[config.mk]
export PLATFORM = sky130hd
export DESIGN_NAME = frame_gen_axis
export DESIGN_NICKNAME = d
export VERILOG_FILES = /design/src/rtl/nf10_upb_lib_pkg.sv /design/src/rtl/frame_gen_lfsr.sv /design/src/rtl/frame_gen_axis.sv
export SDC_FILE = /design/constraint.sdc
export NUM_CORES = 1
export LEC_CHECK = 0
export ABC_AREA = 1
export CELL_PAD_IN_SITES_DETAIL_PLACEMENT = 1
export CELL_PAD_IN_SITES_GLOBAL_PLACEMENT = 1
export CORE_MARGIN = 2
export CORE_UTILIZATION = 30
export DETAILED_ROUTE_END_ITERATION = 7
export PLACE_DENSITY_LB_ADDON = 0.1
export SYNTH_ARGS = -nofsm -noshare
export SYNTH_HDL_FRONTEND = slang
export SYNTH_SLANG_ARGS = --single-unit
[constraint.sdc]
create_clock -name clk -period 3 [get_ports clk]
set_input_delay 0.3 -clock clk [delete_from_list [all_inputs] [get_ports clk]]
set_output_delay 0.3 -clock clk [all_outputs]
set_load 0.05 [all_outputs]
[src/rtl/nf10_upb_lib_pkg.sv]
// rtl/nf10_upb_lib_pkg.sv - shared state encoding, LFSR taps and tkeep helper for the frame generator
package nf10_upb_lib;

    typedef enum logic [1:0] {
        ST_IDLE  = 2'd0,
        ST_FIRST = 2'd1,
        ST_BODY  = 2'd2,
        ST_GAP   = 2'd3
    } gen_state_t;

    // Galois feedback mask for x^32 + x^22 + x^2 + x + 1 (right-shifting form)
    localparam logic [31:0] LFSR_TAPS = 32'h8020_0003;

    // Byte count (1..32) to a low-justified byte-enable mask
    function automatic logic [31:0] count_to_tkeep(input logic [5:0] rem);
        logic [31:0] keep;
        keep = '0;
        for (int i = 0; i < 32; i++) begin
            keep[i] = (6'(i) < rem);
        end
        return keep;
    endfunction

endpackage

[src/rtl/frame_gen_lfsr.sv]
// rtl/frame_gen_lfsr.sv - 32-bit Galois LFSR exposing the value it steps to next
module frame_gen_lfsr
    import nf10_upb_lib::*;
#(
    parameter logic [31:0] C_INIT = 32'hACE1_2468
) (
    input  logic        clk,
    input  logic        rst_n,
    input  logic        step,
    output logic [31:0] next_value
);

    logic [31:0] lfsr_q;

    assign next_value = {1'b0, lfsr_q[31:1]} ^ ({32{lfsr_q[0]}} & LFSR_TAPS);

    // Advance only when the owner consumes a fresh value
    always_ff @(posedge clk or negedge rst_n) begin
        if (!rst_n) begin
            lfsr_q <= C_INIT;
        end else if (step) begin
            lfsr_q <= next_value;
        end
    end

endmodule

[src/rtl/frame_gen_axis.sv]
// rtl/frame_gen_axis.sv - AXI-Stream packet source with numbered, seeded payload for the frame checker
module frame_gen_axis
    import nf10_upb_lib::*;
#(
    parameter int          C_AXIS_DATA_WIDTH     = 256,
    parameter int          C_PACKET_LENGTH_WIDTH = 14,
    parameter int          C_INPORT_WIDTH        = 3,
    parameter int          C_OUTPORT_WIDTH       = 8,
    parameter int          C_MIN_LEN             = 60,
    parameter int          C_MAX_LEN             = 1514,
    parameter int          C_GAP_BITS            = 4,
    parameter logic [31:0] C_LFSR_INIT           = 32'hACE1_2468
) (
    input  logic                             clk,
    input  logic                             axi_resetn,
    input  logic                             enable,
    input  logic [C_PACKET_LENGTH_WIDTH-1:0] cfg_fixed_len,
    input  logic [C_INPORT_WIDTH-1:0]        cfg_in_port,
    input  logic [C_OUTPORT_WIDTH-1:0]       cfg_out_port,
    output logic [C_AXIS_DATA_WIDTH-1:0]     m_axis_tdata,
    output logic [C_AXIS_DATA_WIDTH/8-1:0]   m_axis_tkeep,
    output logic [C_PACKET_LENGTH_WIDTH-1:0] m_axis_tuser_packet_length,
    output logic [C_INPORT_WIDTH-1:0]        m_axis_tuser_in_port,
    output logic [C_OUTPORT_WIDTH-1:0]       m_axis_tuser_out_port,
    output logic [C_INPORT_WIDTH-1:0]        m_axis_tuser_in_vport,
    output logic [C_OUTPORT_WIDTH-1:0]       m_axis_tuser_out_vport,
    output logic                             m_axis_tvalid,
    input  logic                             m_axis_tready,
    output logic                             m_axis_tlast,
    output logic [31:0]                      pkt_sent,
    output logic                             busy
);

    localparam int                PW      = C_PACKET_LENGTH_WIDTH;
    localparam int                BW      = PW - 4;
    localparam logic [10:0]       RANGE_L = 11'(C_MAX_LEN - C_MIN_LEN + 1);
    localparam logic [PW-1:0]     MIN_L   = PW'(C_MIN_LEN);

    gen_state_t            state;
    logic [31:0]           pkt_num;
    logic [31:0]           seed;
    logic [31:0]           ld_seed;
    logic [BW-1:0]         beats_left;
    logic [BW-1:0]         ld_beats;
    logic [31:0]           last_keep;
    logic [C_GAP_BITS-1:0] gap_q;
    logic [C_GAP_BITS-1:0] gap_cnt;
    logic                  pat_even;
    logic [10:0]           ld_r;
    logic [10:0]           ld_fold;
    logic [PW-1:0]         ld_len;
    logic [5:0]            ld_rem;
    logic                  hs;
    logic                  decide;
    logic                  do_load;

    frame_gen_lfsr #(
        .C_INIT(C_LFSR_INIT)
    ) u_lfsr (
        .clk       (clk),
        .rst_n     (axi_resetn),
        .step      (do_load),
        .next_value(ld_seed)
    );

    assign busy = (state != ST_IDLE);

    // Length, beat count and last-beat byte count of the packet a load would start
    always_comb begin
        ld_r     = ld_seed[26:16];
        ld_fold  = (ld_r >= RANGE_L) ? ld_r - RANGE_L : ld_r;
        ld_len   = (cfg_fixed_len != '0) ? cfg_fixed_len : MIN_L + PW'(ld_fold);
        ld_beats = {1'b0, ld_len[PW-1:5]} + BW'(|ld_len[4:0]);
        ld_rem   = (ld_len[4:0] == 5'd0) ? 6'd32 : {1'b0, ld_len[4:0]};
    end

    // A load happens wherever the FSM reaches a packet boundary and enable is high
    always_comb begin
        hs      = m_axis_tvalid && m_axis_tready;
        decide  = (state == ST_IDLE)
               || (hs && m_axis_tlast && (gap_q == '0))
               || ((state == ST_GAP) && (gap_cnt == C_GAP_BITS'(1)));
        do_load = decide && enable;
    end

    // Packet FSM; a load at the end overrides the boundary decisions in the case
    always_ff @(posedge clk or negedge axi_resetn) begin
        if (!axi_resetn) begin
            state                      <= ST_IDLE;
            pkt_num                    <= '0;
            seed                       <= '0;
            beats_left                 <= '0;
            last_keep                  <= '0;
            gap_q                      <= '0;
            gap_cnt                    <= '0;
            pat_even                   <= 1'b0;
            m_axis_tdata               <= '0;
            m_axis_tkeep               <= '0;
            m_axis_tuser_packet_length <= '0;
            m_axis_tuser_in_port       <= '0;
            m_axis_tuser_out_port      <= '0;
            m_axis_tuser_in_vport      <= '0;
            m_axis_tuser_out_vport     <= '0;
            m_axis_tvalid              <= 1'b0;
            m_axis_tlast               <= 1'b0;
            pkt_sent                   <= '0;
        end else begin
            case (state)
                ST_FIRST, ST_BODY: begin
                    if (hs) begin
                        if (m_axis_tlast) begin
                            pkt_sent      <= pkt_sent + 32'd1;
                            m_axis_tlast  <= 1'b0;
                            m_axis_tvalid <= 1'b0;
                            if (gap_q != '0) begin
                                state   <= ST_GAP;
                                gap_cnt <= gap_q;
                            end else begin
                                state <= ST_IDLE;
                            end
                        end else begin
                            state        <= ST_BODY;
                            m_axis_tdata <= pat_even ? {4{~seed, seed}} : {4{seed, ~seed}};
                            pat_even     <= ~pat_even;
                            beats_left   <= beats_left - BW'(1);
                            if (beats_left == BW'(1)) begin
                                m_axis_tlast <= 1'b1;
                                m_axis_tkeep <= last_keep;
                            end
                        end
                    end
                end
                ST_GAP: begin
                    if (gap_cnt == C_GAP_BITS'(1)) begin
                        state <= ST_IDLE;
                    end else begin
                        gap_cnt <= gap_cnt - C_GAP_BITS'(1);
                    end
                end
                default: begin
                end
            endcase

            if (do_load) begin
                state                      <= ST_FIRST;
                seed                       <= ld_seed;
                pkt_num                    <= pkt_num + 32'd1;
                m_axis_tdata               <= {pkt_num + 32'd1, {3{ld_seed, ~ld_seed}}, ld_seed};
                m_axis_tkeep               <= '1;
                m_axis_tlast               <= 1'b0;
                m_axis_tvalid              <= 1'b1;
                m_axis_tuser_packet_length <= ld_len;
                m_axis_tuser_in_port       <= cfg_in_port;
                m_axis_tuser_out_port      <= cfg_out_port;
                m_axis_tuser_in_vport      <= cfg_in_port;
                m_axis_tuser_out_vport     <= cfg_out_port;
                gap_q                      <= ld_seed[C_GAP_BITS-1:0];
                beats_left                 <= ld_beats - BW'(1);
                last_keep                  <= count_to_tkeep(ld_rem);
                pat_even                   <= 1'b1;
            end
        end
    end

endmodule

==> results of run 1 <==
cell type report:
type                    count  share of cell area
inverters                 157              0.0280
repair buffers            500               0.226
multi-input cells        1130               0.282
clock inverters            16             0.00714
flip-flops and latches    313               0.364
clock buffers              56              0.0524
well taps                 688              0.0399
worst max-delay path by stage:
stage | from | endpoint | slack, ps | depth (start not counted)
floorplan | u_lfsr.lfsr_q[22] | beats_left[8] | 40 | 21
global placement | cfg_fixed_len[4] | beats_left[8] | -80 | 20
detailed placement | cfg_fixed_len[4] | beats_left[8] | -210 | 20
CTS | u_lfsr.lfsr_q[22] | beats_left[8] | -50 | 24
global route | u_lfsr.lfsr_q[22] | beats_left[5] | -160 | 21
finish | u_lfsr.lfsr_q[22] | beats_left[5] | 90 | 23
logic make-up (layout without fill, tap and decap cells):
logic type               count (synthesis)  after routing
AO/OA/AOI/OAI                          278            278
AND/OR/NAND/NOR                        761            761
flip-flops                             313            313
XOR/XNOR                                79             79
adder cells (fa/ha/maj)                 12             12
buffers and inverters                  397            729
worst min-delay path: stages:
cell	delay [ps]
sky130_fd_sc_hd__clkdlybuf4s50_1	390
sky130_fd_sc_hd__nand2_1	60
sky130_fd_sc_hd__nand2_1	40
registers in the layout (all words and copies together), names as in the netlist, 2 cells and up:
register                    flops
state                           2
seed                           32
pkt_sent                       32
gap_cnt                         4
pkt_num                        32
m_axis_tuser_out_vport          8
beats_left                     10
u_lfsr.lfsr_q                  13
m_axis_tuser_packet_length     14
m_axis_tdata                   96
m_axis_tuser_in_vport           3
m_axis_tkeep                   32
last_keep                      32
stage by stage:
step	area, sq um	setup WS (ps)	hold slack [ps]
2_1_floorplan	15800	41.6	4.41
3_3_place_gp	19800	-75.6	360
3_5_place_dp	19800	-205	361
4_1_cts	21200	-46.4	234
5_1_grt	21600	-159	273
6_report	21600	86.7	269
Yosys cell counts (all sizes together), types with 25 or more instances:
master / instances
dfrtp: 300
clkbuf: 47
nand2: 429
nor2: 192
xor2: 44
xnor2: 35
a21o: 25
inv: 156
o21ai: 121
o211ai: 29
nand3: 84
buf: 193
a21oi: 38
layer usage:
metal	up-vias	global-route usage	share of wire
li1	6365	-	-
met1	6547	0.239	0.46
met2	291	0.293	0.47
met3	57	0.0342	0.053
met4	0	0.0477	0.018
met5	-	0	0
what timing repair did:
action,4_1_cts,5_1_grt
endpoints found under the setup margin,10,34
hold endpoints to repair,60,0
gates cloned,0,0
hold buffers,1,0
buffers inserted,4,16
pin swaps,4,30
gates resized for setup,8,63
==> results.sh, run 1 <==
export IMPL_synthesis_area_sq_um=15800
export IMPL_fraction_of_registers_with_async_set_reset=1.00
export IMPL_worst_setup_hold_path_clk_slew_ps=60
export IMPL_final_period_utilization=0.971
export IMPL_fin_setup_tns_ps=0
export IMPL_cts_made_buffers=39
export IMPL_transition_time_at_the_pin_with_the_least_slew_margin_ps=795
export IMPL_global_route_overflow_total=0
export IMPL_multi_input_comb_area_sq_um=6070
export IMPL_areaGrowthSynthToFinish_pct=36.3
export IMPL_drt_pre_antenna_iters=4
export IMPL_path_type_of_the_worst_min_delay_path="primary input to register"
export IMPL_worstPathBufferInverterCount=3
export IMPL_grt_util_all_layers=0.178
export IMPL_timing_final_crit_period_ps=2910
export IMPL_timing_critical_path_cells="xor2_4, nand2_1, nor2_2, nor2_4, buf_6, nand3_2, nand2_2, nand2_2, nand3_2, o21ai_2, nand2_2, nor2_4, nand2_2, inv_2, ha_4, buf_6, nand3_4, nor2_4, nand2_1, nand2_1, nand3_2, nand2_1, o21ai_1"
export IMPL_synth_seq_cells=313
export IMPL_clk_insertion_delay_late_ps=570
export IMPL_synthDominantAreaCellType="sky130_fd_sc_hd__dfrtp_1"
export IMPL_antenna_found_initial=0
export IMPL_min_to="m_axis_tuser_in_vport[0]"
export IMPL_postRouteAntennaNets=0
export IMPL_mostFrequentLayoutCell="sky130_fd_sc_hd__nand2_1"
export IMPL_global_route_wire_length_before_repair_mm=77.0
export IMPL_synth_avg_cell_area_sq_um=8.59
export IMPL_antenna_diode_count=0
export IMPL_buffer_ports_inserted=387
export IMPL_clkSinkCount=313
export IMPL_post_layout_nets=2182
export IMPL_final_cell_mix="404 x sky130_fd_sc_hd__nand2_1, 386 x sky130_fd_sc_hd__clkdlybuf4s50_1, 298 x sky130_fd_sc_hd__dfrtp_1, 173 x sky130_fd_sc_hd__nor2_1, 148 x sky130_fd_sc_hd__inv_1"
export IMPL_timing_critical_path_required_ps=3430
export IMPL_synth_edf_count=0
export IMPL_wirelength_mm=49.1
export IMPL_synth_warning_count=0
export IMPL_seqCellArea_sq_um=7850
export IMPL_post_synth_inst_count=1840
export IMPL_number_of_global_route_vias_before_repair=13700
export IMPL_first_iter_violations=524
export IMPL_reg2reg_setup_slack_ps=90
export IMPL_timing_rr_start="u_lfsr.lfsr_q[22]"
export IMPL_post_synth_simple_gate_area=0.206
export IMPL_cts_tree="built"
export IMPL_synth_top_family_by_area="simple AND/OR/NAND/NOR gates"
export IMPL_skew_ps=22.0
export IMPL_cts_root_buf="sky130_fd_sc_hd__clkbuf_16"
export IMPL_remaining_routing_drc_violations=0
export IMPL_core_area_sq_um=52300
export IMPL_crit_fanout=7
export IMPL_critPathMaxStageDelay_ps=580
export IMPL_max_slew_margin_rel=0.465
export IMPL_syn_nets=1881
export IMPL_synth_adder_area_share=0.00950
export IMPL_final_core_area_utilization=0.412
export IMPL_clock_tree_htree_level_count=2
export IMPL_ios=388
export IMPL_min_delay_path_depth=3
export IMPL_status="finished, final reports clean"
export IMPL_floorplan_initialDensity=0.302
export IMPL_cts_path_max_buffers=3
export IMPL_num_fill_cells=6016
export IMPL_floorplan_die_area_sq_um=54600
export IMPL_final_cells=2860
export IMPL_core_rowCount=84
export IMPL_timing_critical_path_slowest_stage_cell="sky130_fd_sc_hd__dfstp_2"
export IMPL_synth_lib_cells_used_distinct=50
export IMPL_fmax_mhz=343
export IMPL_maximum_number_of_pins_on_one_net_before_global_route_repair=86
export IMPL_critPathArrivalTime_ps=3350
export IMPL_synthFlopType="sky130_fd_sc_hd__dfrtp_1"
export IMPL_synth_xor_area_share=0.0442
export IMPL_yosysSeqAreaShare=0.496
export IMPL_post_route_cells_drive_above_1_share=0.136
export IMPL_finalMaxSlewViolations=0
export IMPL_holdCritStartpoint="cfg_in_port[0]"
export IMPL_timing_hold_violations_final=0
export IMPL_max_cap_violations=0
export IMPL_critical_path_top_delay_family="simple AND/OR/NAND/NOR gates"
export IMPL_path_class="register to register"
export IMPL_rr_worst_depth=23
export IMPL_vias_per_cell=4.64
export IMPL_place_gp_congestion=0.826
export IMPL_setup_crit_start_kind="register"
export IMPL_setup_viol=0
export IMPL_critical_path_endpoint_type="register"
export IMPL_dieHeight_microns=234
export IMPL_synth_compound_gate_area_share=0.108
export IMPL_die_w_microns=234
export IMPL_synth_area_mux_share=0
export IMPL_synth_top_cell_area_share=0.475
export IMPL_detailroute_via_count=13300
export IMPL_wl_per_cell_microns=17.2
export IMPL_rsz_0062_raised_after_global_routing="yes"
export IMPL_post_dp_hpwl_mm=35.7
export IMPL_r2r_end="beats_left[5]"
export IMPL_post_synth_main_area_contributors="sky130_fd_sc_hd__dfrtp_1 47%, sky130_fd_sc_hd__nand2_1 9.9%, sky130_fd_sc_hd__buf_4 8.1%, sky130_fd_sc_hd__nor2_1 4.3%, sky130_fd_sc_hd__inv_1 3.6%"
export IMPL_placedCellCount=2767
Power of run 1 is not shown: default switching activity piles up to over one toggle a cycle in this logic, so the estimate is an artifact.
==> run 2, diff against run 1 <==
- CAP_MARGIN: unset -> 10
- CTS_CLUSTER_SIZE: unset -> 20
- SETUP_SLACK_MARGIN: unset -> 0.2
==> results.sh, run 2 (same netlist as run 1, synthesis figures left out) <==
export IMPL_status="finished, final reports clean"
export IMPL_timing_hold_ws_ps=289
export IMPL_holdCritStartpoint="cfg_in_port[2]"
export IMPL_wl_per_cell_microns=17.4
export IMPL_global_route_overflow_total=0
export IMPL_cts_tree="built"
export IMPL_detailroute_via_count=13300
export IMPL_floorplan_die_area_sq_um=54600
export IMPL_place_gp_congestion=0.825
export IMPL_max_cap_violations=0
export IMPL_cpMostUsedCell="sky130_fd_sc_hd__nand2_2"
export IMPL_core_area_sq_um=52300
export IMPL_crit_fanout=6
export IMPL_finalMaxSlewViolations=0
export IMPL_dpl_instance_area_sq_um=19800
export IMPL_number_of_global_route_vias_before_repair=13800
export IMPL_drt_pre_antenna_iters=4
export IMPL_clock_tree_htree_level_count=2
export IMPL_reg2reg_setup_slack_ps=140
export IMPL_floorplan_initialDensity=0.302
export IMPL_clk_insertion_delay_late_ps=560
export IMPL_fmax_mhz=350
export IMPL_largest_reg_flops=96
export IMPL_buffer_ports_inserted=387
export IMPL_grt_util_all_layers=0.181
export IMPL_rr_worst_depth=24
export IMPL_vias_per_cell=4.66
export IMPL_skew_ps=24.7
export IMPL_timing_critical_path_cells="xor2_4, nand2_2, nand2_2, nand2_4, nand2_4, nand2_2, nand2_4, inv_2, nand2_2, nand3_2, o21ai_2, nand2_2, nor2_4, nand2_2, inv_2, ha_4, ha_4, nand3_4, nor2_4, nand3_2, nand2_1, nand3_1, nand2_1, inv_1"
export IMPL_setup_viol=0
export IMPL_timing_final_crit_period_ps=2860
export IMPL_worst_setup_hold_path_clk_slew_ps=60
export IMPL_rsz_0062_raised_after_global_routing="yes"
export IMPL_post_route_cells_drive_above_1_share=0.144
export IMPL_max_slew_margin_rel=0.479
export IMPL_num_fill_cells=6037
export IMPL_cts_made_buffers=38
export IMPL_cts_path_max_buffers=3
export IMPL_final_period_utilization=0.953
export IMPL_mostFrequentLayoutCell="sky130_fd_sc_hd__nand2_1"
export IMPL_timing_critical_path_slowest_stage_cell="sky130_fd_sc_hd__dfstp_2"
export IMPL_r2r_end="beats_left[8]"
export IMPL_postRouteAntennaNets=0
export IMPL_remaining_routing_drc_violations=0
export IMPL_post_dp_hpwl_mm=35.9
export IMPL_areaGrowthSynthToFinish_pct=36.6
export IMPL_path_type_of_the_worst_min_delay_path="primary input to register"
export IMPL_critPathArrivalTime_ps=3290
export IMPL_maximum_number_of_pins_on_one_net_before_global_route_repair=81
export IMPL_critical_path_endpoint_type="register"
export IMPL_timing_critical_path_required_ps=3430
export IMPL_min_delay_path_depth=3
export IMPL_clkSinkCount=313
export IMPL_antenna_found_initial=0
export IMPL_regMostFlops="m_axis_tdata"
export IMPL_final_cell_mix="400 x sky130_fd_sc_hd__nand2_1, 386 x sky130_fd_sc_hd__clkdlybuf4s50_1, 294 x sky130_fd_sc_hd__dfrtp_1, 168 x sky130_fd_sc_hd__nor2_1, 142 x sky130_fd_sc_hd__inv_1"
export IMPL_setup_crit_start_kind="register"
export IMPL_first_iter_violations=598
export IMPL_critPathMaxStageDelay_ps=580
export IMPL_critPathLaunch="u_lfsr.lfsr_q[22]"
export IMPL_core_rowCount=84
export IMPL_timing_hold_violations_final=0
export IMPL_global_route_wire_length_before_repair_mm=78.6
export IMPL_timing_rr_start="u_lfsr.lfsr_q[22]"
export IMPL_post_layout_nets=2182
export IMPL_ios=388
export IMPL_die_w_microns=234
export IMPL_path_class="register to register"
export IMPL_wirelength_mm=49.7
export IMPL_dieHeight_microns=234
export IMPL_transition_time_at_the_pin_with_the_least_slew_margin_ps=781
export IMPL_final_area_sq_um=21600
export IMPL_cts_root_buf="sky130_fd_sc_hd__clkbuf_16"
export IMPL_min_to="m_axis_tuser_in_vport[2]"
-- run 2: area by class of cell --
| type | instances | area, sq um | area share |
|---|---|---|---|
| repair buffers | 501 | 4860 | 0.225 |
| diodes | 1 | 2.50 | 0.000116 |
| well taps | 688 | 861 | 0.0399 |
| clock buffers | 59 | 1160 | 0.0538 |
| inverters | 157 | 603 | 0.0279 |
| flip-flops and latches | 313 | 7860 | 0.364 |
| multi-input cells | 1130 | 6170 | 0.286 |
| clock inverters | 9 | 78.8 | 0.00365 |
-- run 2: how the worst max path moves through the flow --
stage,to,slack (ps),cells after the start
6_report,beats_left[8],140,24
5_1_grt,beats_left[8],-80,25
4_1_cts,beats_left[8],130,24
3_5_place_dp,beats_left[8],-40,20
3_3_place_gp,beats_left[8],30,20
2_1_floorplan,beats_left[8],140,26
-- run 2: worst max-delay path, delay by kind of cell (launching register included) --
family	cells	cell delay [ps]
adders and majority gates	2	290
buffers and inverters	3	150
and+or+nand+nor	17	1440
AOI/OAI and AO/OA	1	90
DFF	1	580
xor gates and xnor gates	1	190
-- run 2: repair_timing --
item,in CTS,in global routing
hold endpoints to repair,68,0
resized for setup,19,73
buffers inserted,11,19
endpoints found under the setup margin,17,86
hold buffers,1,0
pin swaps,15,37
-- run 2: stage by stage --
step,TNS [ps],utilization,cells,setup WS [ps]
final,0,0.413,2858,141
after global routing,-129,0.413,2857,-76.5
after CTS,0,0.405,2838,134
after detailed placement,-35.6,0.379,2758,-35.6
after global placement,0,0.379,2758,31.1
after floorplan,0,-,1840,143
-- run 2: metal layers --
metal,vias up,global-route usage,routed length (microns)
met5,-,0,0
met4,0,0.0463,896
met3,52,0.0288,2250
met2,277,0.298,23300
met1,6649,0.249,23300
li1,6339,-,-
Power of run 2 is left out for the same reason.
==> run 3, diff against run 2 <==
- CAP_MARGIN: 10 -> unset
==> results of run 3 <==
The final DEF is identical to that of run 2; final timing and power are the same.
Power of run 3 is left out for the same reason.
